**src/rtl/switch_debouncer_pkg.sv**
```systemverilog
// Shared defaults and sizing helpers for the switch debouncer.
// Imported by the debouncer top and its synchroniser.
package debounce_pkg;

  localparam int DEBOUNCE_CYCLES_DEF = 50000;
  localparam int SW_W_DEF            = 8;

  function automatic int cnt_width(input int cycles);
    return (cycles <= 2) ? 1 : $clog2(cycles);
  endfunction

endpackage

```
**src/rtl/switch_debouncer_sync_2ff.sv**
```systemverilog
// Two-flop synchroniser for the asynchronous DIP switch levels.
// Each bit is synchronised independently; reset clears both stages.
module sync_2ff
  import debounce_pkg::*;
#(
  parameter int W = SW_W_DEF
) (
  input  logic         clk,
  input  logic         rst_n,
  input  logic [W-1:0] d,
  output logic [W-1:0] q
);

  logic [W-1:0] s1;
  logic [W-1:0] s2;

  always_ff @(posedge clk or negedge rst_n) begin
    if (!rst_n) begin
      s1 <= '0;
      s2 <= '0;
    end else begin
      s1 <= d;
      s2 <= s1;
    end
  end

  assign q = s2;

endmodule

```
**src/rtl/switch_debouncer.sv**
```systemverilog
// Vector switch debouncer: one shared stability counter for all bits,
// commits the whole vector once it has been stable for the full window.
module switch_debouncer
  import debounce_pkg::*;
#(
  parameter int DEBOUNCE_CYCLES = DEBOUNCE_CYCLES_DEF,
  parameter int SW_W            = SW_W_DEF
) (
  input  logic            clk,
  input  logic            rst_n,
  input  logic [SW_W-1:0] switch_raw,
  output logic [SW_W-1:0] switch,
  output logic            changed,
  output logic            onehot
);

  localparam int            CW   = cnt_width(DEBOUNCE_CYCLES);
  localparam logic [CW-1:0] CMAX = CW'(DEBOUNCE_CYCLES - 1);

  logic [SW_W-1:0] s2;
  logic [SW_W-1:0] cand;
  logic [CW-1:0]   cnt;

  logic [SW_W-1:0] cand_d;
  logic [SW_W-1:0] sw_d;
  logic [CW-1:0]   cnt_d;
  logic            chg_d;
  logic            oh_d;

  logic diff;
  logic sat;
  logic fresh;

  sync_2ff #(
    .W (SW_W)
  ) u_sync (
    .clk   (clk),
    .rst_n (rst_n),
    .d     (switch_raw),
    .q     (s2)
  );

  assign diff  = (s2 != cand);
  assign sat   = (cnt >= CMAX);
  assign fresh = (cand != switch);

  always_comb begin
    cand_d = cand;
    cnt_d  = cnt;
    sw_d   = switch;
    chg_d  = 1'b0;
    oh_d   = onehot;
    unique case (1'b1)
      diff: begin
        cand_d = s2;
        cnt_d  = '0;
      end
      (!diff && !sat): begin
        cnt_d = cnt + CW'(1);
      end
      (!diff && sat && fresh): begin
        sw_d  = cand;
        chg_d = 1'b1;
        oh_d  = ($countones(cand) == 1);
      end
      default: begin
      end
    endcase
  end

  always_ff @(posedge clk or negedge rst_n) begin
    if (!rst_n) begin
      cand    <= '0;
      cnt     <= '0;
      switch  <= '0;
      changed <= 1'b0;
      onehot  <= 1'b0;
    end else begin
      cand    <= cand_d;
      cnt     <= cnt_d;
      switch  <= sw_d;
      changed <= chg_d;
      onehot  <= oh_d;
    end
  end

endmodule
```
**config.mk**
```make
export PLATFORM = sky130hd
export DESIGN_NAME = switch_debouncer
export DESIGN_NICKNAME = d
export VERILOG_FILES = /design/src/rtl/switch_debouncer_pkg.sv /design/src/rtl/switch_debouncer_sync_2ff.sv /design/src/rtl/switch_debouncer.sv
export SDC_FILE = /design/constraint.sdc
export NUM_CORES = 1
export LEC_CHECK = 0
export ABC_AREA = 1
export CAP_MARGIN = 10
export CORE_MARGIN = 1.5
export CORE_UTILIZATION = 58
export DETAILED_ROUTE_END_ITERATION = 16
export GPL_TIMING_DRIVEN = 0
export MAX_ROUTING_LAYER = met4
export PLACE_DENSITY = 0.79
export SLEW_MARGIN = 20
export SYNTH_ARGS = -nofsm -noshare
export SYNTH_HDL_FRONTEND = slang
export SYNTH_HIERARCHICAL = 1
export SYNTH_SLANG_ARGS = --single-unit
```
**constraint.sdc**
```tcl
create_clock -name clk -period 4 [get_ports clk]
set_clock_uncertainty 0.05 [all_clocks]
set_input_delay 0.6 -clock clk [delete_from_list [all_inputs] [get_ports clk]]
set_output_delay 0.6 -clock clk [all_outputs]
set_load 0.02 [all_outputs]
```
==> results.txt, run 1 <==
outcome -> completed
Achievable Freq -> 315.9 MHz
number of antenna violations at the first check in global routing -> 0
Final Net Count -> 362
detail-routed net length per standard cell -> 11.53 um
worst reg-to-reg path cell count -> 12
number of enable-type register cells in the synthesized netlist -> 0
library cell with the highest instance count after synthesis -> sky130_fd_sc_hd__nand2_1
post-CTS setup buffer count -> 0
Leakage -> 1.430 nW
r2r setup slk -> 0.83 ns
die area -> 0.004810 mm^2
slowest library cell on the worst path -> sky130_fd_sc_hd__fa_1
ranking of synthesized cells by area -> sky130_fd_sc_hd__dfrtp_1, sky130_fd_sc_hd__nand2_1, sky130_fd_sc_hd__inv_1
FF-to-FF End -> onehot
Tot GR Track Use -> 0.2106
fraction of final layout cells with drive strength greater than 1 -> 0.1014
gate count after technology mapping -> 317
hold buffer count at CTS -> 0
via count -> 1957
mean number of vias per cell -> 4.954
Ys Warns -> 6
core outline area -> 0.004115 mm^2
clock tree buffer depth -> 2
Data arrival, critical path -> 3.36 ns
final hold vios -> 0
largest net degree at the start of global routing -> 32
predominant post-synthesis flop cell -> sky130_fd_sc_hd__dfrtp_1
cell row count -> 23
final critical path time including I/O delays and setup -> 3.165 ns
Placed Area -> 0.002821 mm^2
Clock Sinks -> 50
Worst Hold Class -> in2async
type of element capturing the critical path -> register
final clock period utilization by the worst path -> 0.7913
Cell Area, Synth -> 0.002554 mm^2
critical setup path kind -> reg2reg
delay of the slowest cell on the worst path -> 0.57 ns
number of CTS-inserted buffers -> 5
starting utilization of the core area -> 0.6206
Crit path required time -> 4.20 ns
height of the chip -> 69.36 um
quantity of gates resized following cts -> 0
proportion of netlist area held by the largest area contributor -> 0.4900
horizontal extent of the die -> 69.36 um
Crit Path Max Fanout -> 4
sequential cell area fraction in the yosys report -> 0.4900
post-route antenna net violation count -> 0
cell chain of the critical path -> inv_1 > fa_1 > fa_1 > fa_1 > inv_1 > ha_1 > inv_1 > fa_1 > o211ai_1 > a21oi_1 > nand3_1 > nand2_1
Total Negative Setup Slacks -> 0 ns
clk_lat worst skew -> 0.30 ns
antenna diode count -> 0
total detailed-routing wirelength -> 4.554 mm
slew at the pin closest to its max-slew limit -> 0.4792 ns
detailed-route DRC error count -> 0
count of distinct cell types in the synthesized netlist -> 25
Max-slew headroom -> 0.6806
vias in the first global route -> 1765
maximum level of the CTS H-tree -> 2
pwr/cell area -> 311.8 mW/mm^2
Syn Nets -> 335
clock slew at reported path FFs -> 0.09 ns
post-route standard cell area excluding fillers -> 0.002912 mm^2
post-DP HPWL -> 3.424 mm
register bit total from synthesis -> 50
Post-synth ARST share -> 1.000
TritonCTS clock tree -> built
endpoints failing setup -> 0
Peak supply drop -> 0.3213 mV
most frequent CP cell -> sky130_fd_sc_hd__fa_1
area growth from synthesis to layout -> 14.01%
# Max-Cap Violations -> 0
first-pass GRT wire length -> 7.886 mm
Mean Syn Cell Area -> 8.056 um^2
Final Max Slew Viols -> 0
number of buffers inserted by port buffering -> 19
setup repair after global routing missed its margin -> false
start point of the critical path -> cand[0]
most common library cells after synthesis -> sky130_fd_sc_hd__nand2_1, sky130_fd_sc_hd__dfrtp_1, sky130_fd_sc_hd__inv_1
RD Place Congestion -> 0.8783
top-level I/O count -> 20
drt initial violations -> 126
Pre-Repair DR Iteration Count -> 4
end point of the critical path -> onehot
Worst Setup Start Kind -> register
Yosys top cell by area -> sky130_fd_sc_hd__dfrtp_1
overall overflow remaining after global route -> 0
clock root buffer -> sky130_fd_sc_hd__clkbuf_8
Crit Reg-Reg Startpoint -> cand[0]
-- critical path: cells and delay by family (launching register included) --
family | cells | cell delay [ns]
compound gates | 2 | 0.23
fa+ha+maj | 5 | 2.07
buf+inv | 3 | 0.22
flops | 1 | 0.39
simple gates | 2 | 0.16
-- sequential cells by signal, summed over array words and instances, names as in the netlist --
register   flops
changed        1
u_sync/q       8
u_sync/s1      8
switch         8
cand           8
onehot         1
cnt           16
-- how the worst min path moves through the flow --
| stage | from | endpoint |
|---|---|---|
| after floorplan | rst_n | cand[0] |
| after global placement | u_sync/s1[4] | u_sync/q[4] |
| after detailed placement | u_sync/s1[3] | u_sync/q[3] |
| after CTS | rst_n | cnt[8] |
| after global routing | rst_n | cnt[12] |
| final | rst_n | switch[4] |
-- power by group --
part	total (mW)	switching (mW)	leakage, nW	internal (mW)
Clock	0.287	0.164	0.0441	0.123
Combinational	0.0931	0.0529	0.743	0.0402
Sequential	0.527	0.0101	0.643	0.517
Total	0.908	0.227	1.43	0.680
-- cells by family after synthesis --
family                     count (synthesis)  synth area share
DFF                                       50            0.4900
adders and majority gates                  8           0.05096
xor gates and xnor gates                   6           0.02058
buffers and inverters                     55           0.09456
AOI/OAI and AO/OA                         17           0.04802
and+or+nand+nor                          181            0.2959
-- layer usage --
metal	part of all wire	up-vias	track usage	wire (um)
li1	-	1014	-	-
met3	0.034	7	0.04797	157
met2	0.46	25	0.3152	2112
met4	0.010	0	0.05882	46
met1	0.49	911	0.2917	2237
met5	0	-	-	0
-- layout make-up --
class	count	area [um^2]
flip-flops and latches	50	1251
fillers	333	1204
multi-input cells	212	1061
repair buffers	20	205.2
inverters	43	161.4
plain buffers	12	80.08
clock buffers	5	68.82
well taps	50	62.56
clock inverters	3	21.27
-- placed cells by master (no fill, tap or decap) --
| master | Yosys | final |
|---|---|---|
| sky130_fd_sc_hd__a21oi_1 | 1 | 1 |
| sky130_fd_sc_hd__a21oi_2 | 9 | 9 |
| sky130_fd_sc_hd__a31oi_1 | 1 | 1 |
| sky130_fd_sc_hd__and3_1 | 1 | 1 |
| sky130_fd_sc_hd__buf_12 | 1 | 2 |
| sky130_fd_sc_hd__buf_2 | 0 | 1 |
| sky130_fd_sc_hd__buf_4 | 1 | 1 |
| sky130_fd_sc_hd__buf_6 | 2 | 2 |
| sky130_fd_sc_hd__clkbuf_1 | 8 | 8 |
| sky130_fd_sc_hd__clkbuf_8 | 0 | 5 |
| sky130_fd_sc_hd__clkdlybuf4s50_1 | 0 | 18 |
| sky130_fd_sc_hd__clkinv_2 | 0 | 1 |
| sky130_fd_sc_hd__clkinv_4 | 0 | 1 |
| sky130_fd_sc_hd__clkinvlp_4 | 0 | 1 |
| sky130_fd_sc_hd__dfrtp_1 | 50 | 50 |
| sky130_fd_sc_hd__fa_1 | 4 | 4 |
| sky130_fd_sc_hd__ha_1 | 4 | 4 |
| sky130_fd_sc_hd__inv_1 | 41 | 41 |
| sky130_fd_sc_hd__inv_2 | 2 | 2 |
| sky130_fd_sc_hd__nand2_1 | 110 | 110 |
| sky130_fd_sc_hd__nand2_2 | 3 | 3 |
| sky130_fd_sc_hd__nand3_1 | 26 | 26 |
| sky130_fd_sc_hd__nand3_2 | 2 | 2 |
| sky130_fd_sc_hd__nor2_1 | 31 | 31 |
| sky130_fd_sc_hd__nor2_2 | 4 | 4 |
| sky130_fd_sc_hd__nor2_4 | 1 | 1 |
| sky130_fd_sc_hd__nor3_1 | 3 | 3 |
| sky130_fd_sc_hd__o211ai_1 | 1 | 1 |
| sky130_fd_sc_hd__o21ai_0 | 5 | 5 |
| sky130_fd_sc_hd__xnor2_1 | 3 | 3 |
| sky130_fd_sc_hd__xor2_1 | 3 | 3 |
-- metrics by stage --
| stage | setup WS (ns) | util | hold WS [ns] | total power, mW | cells |
|---|---|---|---|---|---|
| floorplan | 1.025 | - | 0.2544 | 0.5944 | 317 |
| global placement | 0.8913 | 0.6820 | 0.2824 | 0.6250 | 386 |
| detailed placement | 0.8713 | 0.6856 | 0.2864 | 0.6312 | 387 |
| CTS | 0.8371 | 0.7075 | 0.2031 | 0.9220 | 395 |
| global route | 0.6582 | 0.7075 | 0.2247 | 0.9608 | 395 |
| finish | 0.8347 | 0.7075 | 0.1955 | 0.9079 | 395 |
Note: power is estimated with default switching activity, not from simulation.
==> run 2, diff against run 1 <==
Settings changed: CORE_UTILIZATION 58 to 52, PLACE_DENSITY 0.79 to 0.75.
Clock period 4 ns to 2.7 ns, I/O delays scaled along.
==> run 2 against run 1 <==
Compared with the run above:
- the flow now finishes with violations (hold timing, setup timing)
- worst setup slack got worse by 1.2 ns
- die area rose by 11%
- register-to-register slack got worse by 1.2 ns
- utilization fell by 7.7 points
- sequential share of layout area fell by 0.94 points
- cell count rose by 5.3%
- critical path type unchanged
- largest cell class unchanged
==> results.txt, run 2 (synthesis gave the netlist of run 1 again) <==
height of the chip -> 73.08 um (+5.4%)
mean number of vias per cell -> 4.659 (-6.0%)
via count -> 1938 (-0.97%)
most common library cell in the layout ignoring fill and taps -> sky130_fd_sc_hd__nand2_1
RD Place Congestion -> 0.8774 (-0.10%)
antenna diode count -> 0 (unchanged)
Final Max Slew Viols -> 0 (unchanged)
total detailed-routing wirelength -> 4.480 mm (-1.6%)
# Max-Cap Violations -> 0 (unchanged)
Worst Setup Start Kind -> register
endpoints failing setup -> 1 (+1)
Data arrival, critical path -> 3.27 ns (-0.09 ns)
vias in the first global route -> 1739 (-1.5%)
clock tree buffer depth -> 2 (unchanged)
Clock Sinks -> 50 (unchanged)
worst hold slack after final layout -> -0.005731 ns (-0.2012 ns)
Placed Area -> 0.002843 mm^2 (+0.75%)
post-DP HPWL -> 3.296 mm (-3.7%)
final setup slack of the worst path -> -0.3687 ns (-1.203 ns)
die area -> 0.005341 mm^2 (+11%)
Crit Path Max Fanout -> 3 (-1)
Top reg by flops -> cnt
cell row count -> 25 (+8.7%)
max reg flops -> 16 (unchanged)
final hold vios -> 10 (+10)
clk_lat worst skew -> 0.31 ns (about the same)
Worst Hold Class -> in2async
detailed-route DRC error count -> 0 (unchanged)
horizontal extent of the die -> 73.08 um (+5.4%)
slowest library cell on the worst path -> sky130_fd_sc_hd__fa_1
Max-slew headroom -> 0.6806 (about the same)
fraction of final layout cells with drive strength greater than 1 -> 0.1289 (+0.02749)
Crit Reg-Reg Startpoint -> cand[0]
Final Net Count -> 366 (+1.1%)
TritonCTS clock tree -> built
Leakage -> 1.451 nW (+1.4%)
hold buffer count at CTS -> 0 (unchanged)
overall overflow remaining after global route -> 0 (unchanged)
first-pass GRT wire length -> 7.603 mm (-3.6%)
area used by multi-input combinational logic -> 0.001067 mm^2 (+0.59%)
failing checks -> hold timing, setup timing
largest net degree at the start of global routing -> 31 (-3.1%)
delay of the slowest cell on the worst path -> 0.55 ns (-0.02 ns)
fillers -> 398 (+20%)
setup repair after global routing missed its margin -> true
most frequent CP cell -> sky130_fd_sc_hd__fa_1
detail-routed net length per standard cell -> 10.77 um (-6.6%)
pwr/cell area -> 467.2 mW/mm^2 (+50%)
r2r setup slk -> -0.37 ns (-1.20 ns)
core outline area -> 0.004723 mm^2 (+15%)
post-route standard cell area excluding fillers -> 0.002977 mm^2 (+2.2%)
top-level I/O count -> 20 (unchanged)
clock slew at reported path FFs -> 0.10 ns (about the same)
number of antenna violations at the first check in global routing -> 0 (unchanged)
drt initial violations -> 82 (-35%)
final critical path time including I/O delays and setup -> 3.069 ns (-0.09663 ns)
outcome -> complete, but fails checks
area growth from synthesis to layout -> 16.56%
Tot GR Track Use -> 0.1913 (-0.01925)
cell chain of the critical path -> inv_2 > fa_1 > fa_1 > fa_1 > inv_1 > ha_2 > inv_2 > fa_1 > o211ai_1 > a21oi_2 > nand3_1 > nand2_1
slew at the pin closest to its max-slew limit -> 0.4791 ns (-0.00008821 ns)
Crit path required time -> 2.90 ns (-1.30 ns)
critical setup path kind -> reg2reg
Peak supply drop -> 0.2839 mV (-12%)
type of element capturing the critical path -> register
Pre-Repair DR Iteration Count -> 4 (unchanged)
final clock period utilization by the worst path -> 1.137 (+0.3452)
Achievable Freq -> 325.9 MHz (+3.1%)
Reg area -> 0.001251 mm^2 (unchanged)
post-route antenna net violation count -> 0 (unchanged)
maximum level of the CTS H-tree -> 2 (unchanged)
commonest cells after routing, fill and taps aside -> sky130_fd_sc_hd__nand2_1, sky130_fd_sc_hd__dfrtp_1, sky130_fd_sc_hd__inv_1
FF-to-FF End -> onehot
clock root buffer -> sky130_fd_sc_hd__clkbuf_8
number of CTS-inserted buffers -> 5 (unchanged)
number of buffers inserted by port buffering -> 19 (unchanged)
starting utilization of the core area -> 0.5407 (-0.07989)
worst reg-to-reg path cell count -> 12 (unchanged)
run 2: per-layer routing:
| metal | GRT usage | share of wire | vias to the layer above |
|---|---|---|---|
| met5 | - | 0 | - |
| met3 | 0.04144 | 0.027 | 5 |
| met1 | 0.2500 | 0.50 | 887 |
| met2 | 0.3000 | 0.46 | 25 |
| met4 | 0.05660 | 0.011 | 0 |
| li1 | - | - | 1021 |
run 2: critical path: cells and delay by family, from the launching register on:
family	cells	cell delay, ns
flip-flops	1	0.38
AO/OA/AOI/OAI	2	0.21
adder cells (fa/ha/maj)	5	2.05
AND/OR/NAND/NOR	2	0.14
buffers and inverters	3	0.17
run 2: timing repair:
item	4_1_cts	5_1_grt
gates cloned	0	0
gates resized for setup	0	4
hold endpoints to repair	0	0
setup buffers	3	1
endpoints found under the setup margin	1	1
pin swaps	0	1
run 2: per-stage QoR:
stage               cells  utilization  setup slack, ns  total power [mW]  TNS (ns)
floorplan             317            -          -0.2616            0.8809   -0.2616
global placement      403       0.5987          -0.3876            0.9242    -12.93
detailed placement    404       0.6019          -0.3880            0.9321   -0.3880
CTS                   415       0.6273          -0.3867             1.400   -0.3867
global route          416       0.6302          -0.4866             1.454   -0.4866
finish                416       0.6302          -0.3687             1.391   -0.3687
run 2: where the power goes:
part / switching [mW] / internal [mW] / leakage (nW)
clock: 0.271 / 0.194 / 0.0506
sequential: 0.0140 / 0.767 / 0.643
combinational: 0.0809 / 0.0642 / 0.757
total: 0.366 / 1.02 / 1.45
run 2: cell type report:
cell class | count | area share
inverters | 43 | 0.05422
flip-flops and latches | 50 | 0.4203
multi-input cells | 212 | 0.3586
repair buffers | 24 | 0.07903
well taps | 67 | 0.02816
plain buffers | 12 | 0.02690
clock inverters | 3 | 0.009668
clock buffers | 5 | 0.02312
run 2: worst max path at each step:
stage | start | end | slack, ns
6_report | cand[0] | onehot | -0.37
3_3_place_gp | cand[0] | onehot | -0.39
2_1_floorplan | cand[0] | onehot | -0.26
4_1_cts | cand[1] | onehot | -0.39
5_1_grt | cand[0] | onehot | -0.49
3_5_place_dp | cand[0] | onehot | -0.39
==> run 3, diff against run 2 <==
Settings changed: RECOVER_POWER set to 25, SYNTH_HIERARCHICAL 1 to not set.
==> run 3 against run 2 <==
Compared with the run above:
- the flow finishes with violations (setup timing)
- synthesized cell count is 10% lower
- utilization is 1.8 points higher
- worst setup slack worse by 0.031 ns
- critical endpoint unchanged
- largest cell class unchanged
==> results.txt, run 3 <==
core outline area -> 0.004474 mm^2 (-5.3%)
met2 Use GR -> 0.3035 (+0.003498)
outcome -> complete, but fails checks
gate count after technology mapping -> 285 (-10%)
Crit path required time -> 2.90 ns (about the same)
Worst Hold Class -> in2async
cell chain of the critical path -> inv_2 > fa_1 > fa_1 > fa_1 > inv_2 > ha_4 > inv_2 > fa_1 > o211ai_1 > a21oi_2 > nand4_1 > nand2_1
number of enable-type register cells in the synthesized netlist -> 0 (unchanged)
Final Max Slew Viols -> 0 (unchanged)
horizontal extent of the die -> 72.13 um (-1.3%)
final clock period utilization by the worst path -> 1.148 (+0.01160)
Crit Reg-Reg Startpoint -> cand[0]
Cell Area, Synth -> 0.002485 mm^2 (-2.7%)
Top Usage Layer GRT -> met2
Syn Nets -> 303 (-9.6%)
Yosys top cell by area -> sky130_fd_sc_hd__dfrtp_1
mean number of vias per cell -> 4.965 (+6.6%)
worst reg-to-reg path cell count -> 12 (unchanged)
maximum level of the CTS H-tree -> 2 (unchanged)
type of element capturing the critical path -> register
delay of the slowest cell on the worst path -> 0.57 ns (+0.02 ns)
Post-synth ARST share -> 1.000 (unchanged)
most frequent CP cell -> sky130_fd_sc_hd__fa_1
slowest library cell on the worst path -> sky130_fd_sc_hd__fa_1
die area -> 0.005202 mm^2 (-2.6%)
number of CTS-inserted buffers -> 5 (unchanged)
TritonCTS clock tree -> built
final critical path time including I/O delays and setup -> 3.100 ns (+0.03132 ns)
Ys Warns -> 0 (-6)
drt initial violations -> 159 (+94%)
ranking of synthesized cells by area -> sky130_fd_sc_hd__dfrtp_1, sky130_fd_sc_hd__nand2_1, sky130_fd_sc_hd__inv_1
Max-slew headroom -> 0.2150 (-0.4656)
Clock Sinks -> 50 (unchanged)
Top reg by flops -> cnt
sequential cell area fraction in the yosys report -> 0.5035 (+0.01357)
most common library cell in the layout ignoring fill and taps -> sky130_fd_sc_hd__nand2_1
Peak supply drop -> 0.3345 mV (+18%)
proportion of netlist area held by the largest area contributor -> 0.5035 (+0.01357)
RD Place Congestion -> 0.8919 (+1.7%)
clock slew at reported path FFs -> 0.10 ns (about the same)
endpoints failing setup -> 1 (unchanged)
hold buffer count at CTS -> 0 (unchanged)
Data arrival, critical path -> 3.30 ns (+0.03 ns)
met1 capacity usage during global routing -> 0.2553 (+0.005280)
height of the chip -> 72.13 um (-1.3%)
starting utilization of the core area -> 0.5554 (+0.01471)
most common library cells after synthesis -> sky130_fd_sc_hd__nand2_1, sky130_fd_sc_hd__dfrtp_1, sky130_fd_sc_hd__inv_1
Worst Setup Start Kind -> register
critical setup path kind -> reg2reg
post-DP HPWL -> 3.290 mm (-0.18%)
r2r setup slk -> -0.40 ns (-0.03 ns)
via count -> 1832 (-5.5%)
top-level I/O count -> 20 (unchanged)
detail-routed net length per standard cell -> 12.06 um (+12%)
final hold vios -> 0 (-10)
library cell with the highest instance count after synthesis -> sky130_fd_sc_hd__nand2_1
register bit total from synthesis -> 50 (unchanged)
cell row count -> 24 (-4.0%)
Mean Syn Cell Area -> 8.719 um^2 (+8.2%)
final standard cell utilization of the core -> 0.6485 (+0.01829)
clock root buffer -> sky130_fd_sc_hd__clkbuf_8
antenna diode count -> 0 (unchanged)
pwr/cell area -> 480.8 mW/mm^2 (+2.9%)
slew at the pin closest to its max-slew limit -> 1.178 ns (+0.6984 ns)
Global Route met3 Usage -> 0.04167 (+0.0002302)
number of antenna violations at the first check in global routing -> 0 (unchanged)
first-pass GRT wire length -> 7.783 mm (+2.4%)
predominant post-synthesis flop cell -> sky130_fd_sc_hd__dfrtp_1
area growth from synthesis to layout -> 16.77%
setup repair after global routing missed its margin -> true
commonest cells after routing, fill and taps aside -> sky130_fd_sc_hd__nand2_1, sky130_fd_sc_hd__dfrtp_1, sky130_fd_sc_hd__inv_1
Cell Count, Final, Fillers Out -> 369 (-11%)
number of buffers inserted by port buffering -> 19 (unchanged)
clk_lat worst skew -> 0.31 ns (about the same)
max reg flops -> 16 (unchanged)
Crit Path Max Fanout -> 2 (-1)
# Max-Cap Violations -> 0 (unchanged)
placed cells -> 357 (-12%)
detailed-route DRC error count -> 0 (unchanged)
Tot GR Track Use -> 0.2017 (+0.01032)
FF-to-FF End -> onehot
Achievable Freq -> 322.6 MHz (-1.0%)
Placed Area -> 0.002755 mm^2 (-3.1%)
largest net degree at the start of global routing -> 30 (-3.2%)
total detailed-routing wirelength -> 4.451 mm (-0.65%)
Total Negative Setup Slacks -> -0.4000 ns (-0.03132 ns)
count of distinct cell types in the synthesized netlist -> 27 (+8.0%)
clock tree buffer depth -> 2 (unchanged)
Pre-Repair DR Iteration Count -> 4 (unchanged)
overall overflow remaining after global route -> 0 (unchanged)
final setup slack of the worst path -> -0.4000 ns (-0.03132 ns)
post-route antenna net violation count -> 0 (unchanged)
post-route standard cell area excluding fillers -> 0.002902 mm^2 (-2.5%)
failing checks -> setup timing
Leakage -> 1.375 nW (-5.2%)
fraction of final layout cells with drive strength greater than 1 -> 0.1167 (-0.01222)
vias in the first global route -> 1810 (+4.1%)
Final Net Count -> 334 (-8.7%)
## run 3: cell types whose count changed after synthesis, moves of 2 or more
| cell | change |
|---|---|
| sky130_fd_sc_hd__xnor2_1 | +5 |
| sky130_fd_sc_hd__nor2_2 | -2 |
| sky130_fd_sc_hd__nand2_1 | -44 |
| sky130_fd_sc_hd__nand3_1 | -9 |
| sky130_fd_sc_hd__o21ai_1 | +7 |
| sky130_fd_sc_hd__xor2_1 | +4 |
| sky130_fd_sc_hd__nand4_1 | +13 |
| sky130_fd_sc_hd__a21oi_2 | -9 |
| sky130_fd_sc_hd__inv_1 | +3 |
| sky130_fd_sc_hd__nand2_2 | -2 |
## run 3: power by group
| part | switching (mW) | leakage, nW | internal (mW) |
|---|---|---|---|
| clock | 0.255 | 0.0478 | 0.211 |
| sequential | 0.0137 | 0.641 | 0.767 |
| combinational | 0.0793 | 0.686 | 0.0687 |
| total | 0.348 | 1.38 | 1.05 |
## run 3: routing by layer
| layer | vias up | wire length [um] |
|---|---|---|
| li1 | 936 | - |
| met1 | 836 | 2145 |
| met2 | 49 | 1997 |
| met3 | 11 | 182 |
| met4 | 0 | 125 |
| met5 | - | 0 |
## run 3: through the flow
step                      hold slack, ns  worst slack (ns)  power (mW)
after floorplan                  0.05941           -0.3244      0.8711
after global placement            0.2815           -0.5009      0.9104
after detailed placement          0.2858           -0.5999      0.9248
after CTS                       0.008971           -0.4822       1.397
after global routing              0.3113           -0.5281       1.462
final                             0.2554           -0.4000       1.395
## run 3: final cells by class
cell class	instances	area, um^2
well taps	52	65.06
plain buffers	13	78.83
repair buffers	24	234.0
fillers	368	1573
flip-flops and latches	50	1254
multi-input cells	175	994.7
inverters	47	176.4
clock buffers	6	82.58
clock inverters	2	16.27
## run 3: worst max path at each step
| stage | start | end | slack (ns) | cells after the start |
|---|---|---|---|---|
| floorplan | cand[0] | onehot | -0.32 | 12 |
| global placement | cand[0] | onehot | -0.50 | 12 |
| detailed placement | cand[0] | onehot | -0.60 | 12 |
| CTS | cand[1] | onehot | -0.48 | 12 |
| global route | cand[0] | onehot | -0.53 | 12 |
| finish | cand[0] | onehot | -0.40 | 12 |
## run 3: cell families after synthesis
family / count (synthesis) / synth area share
buf+inv: 60 / 0.1027
flops: 50 / 0.5035
simple gates: 136 / 0.2487
xor+xnor: 15 / 0.05287
compound gates: 16 / 0.03978
fa+ha+maj: 8 / 0.05237
## run 3: worst max-delay path: cells and delay by family (launching register included)
family | cells | cell delay, ns
AO/OA/AOI/OAI | 2 | 0.23
adder cells (fa/ha/maj) | 5 | 2.08
buffers and inverters | 3 | 0.16
flip-flops | 1 | 0.38
AND/OR/NAND/NOR | 2 | 0.17
## run 3: timing repair
action,in CTS,in global routing
endpoints found under the hold margin,0,0
pin swaps,4,2
buffers inserted,3,1
setup endpoints to repair,1,1
gates resized for setup,6,3
cloned,0,0
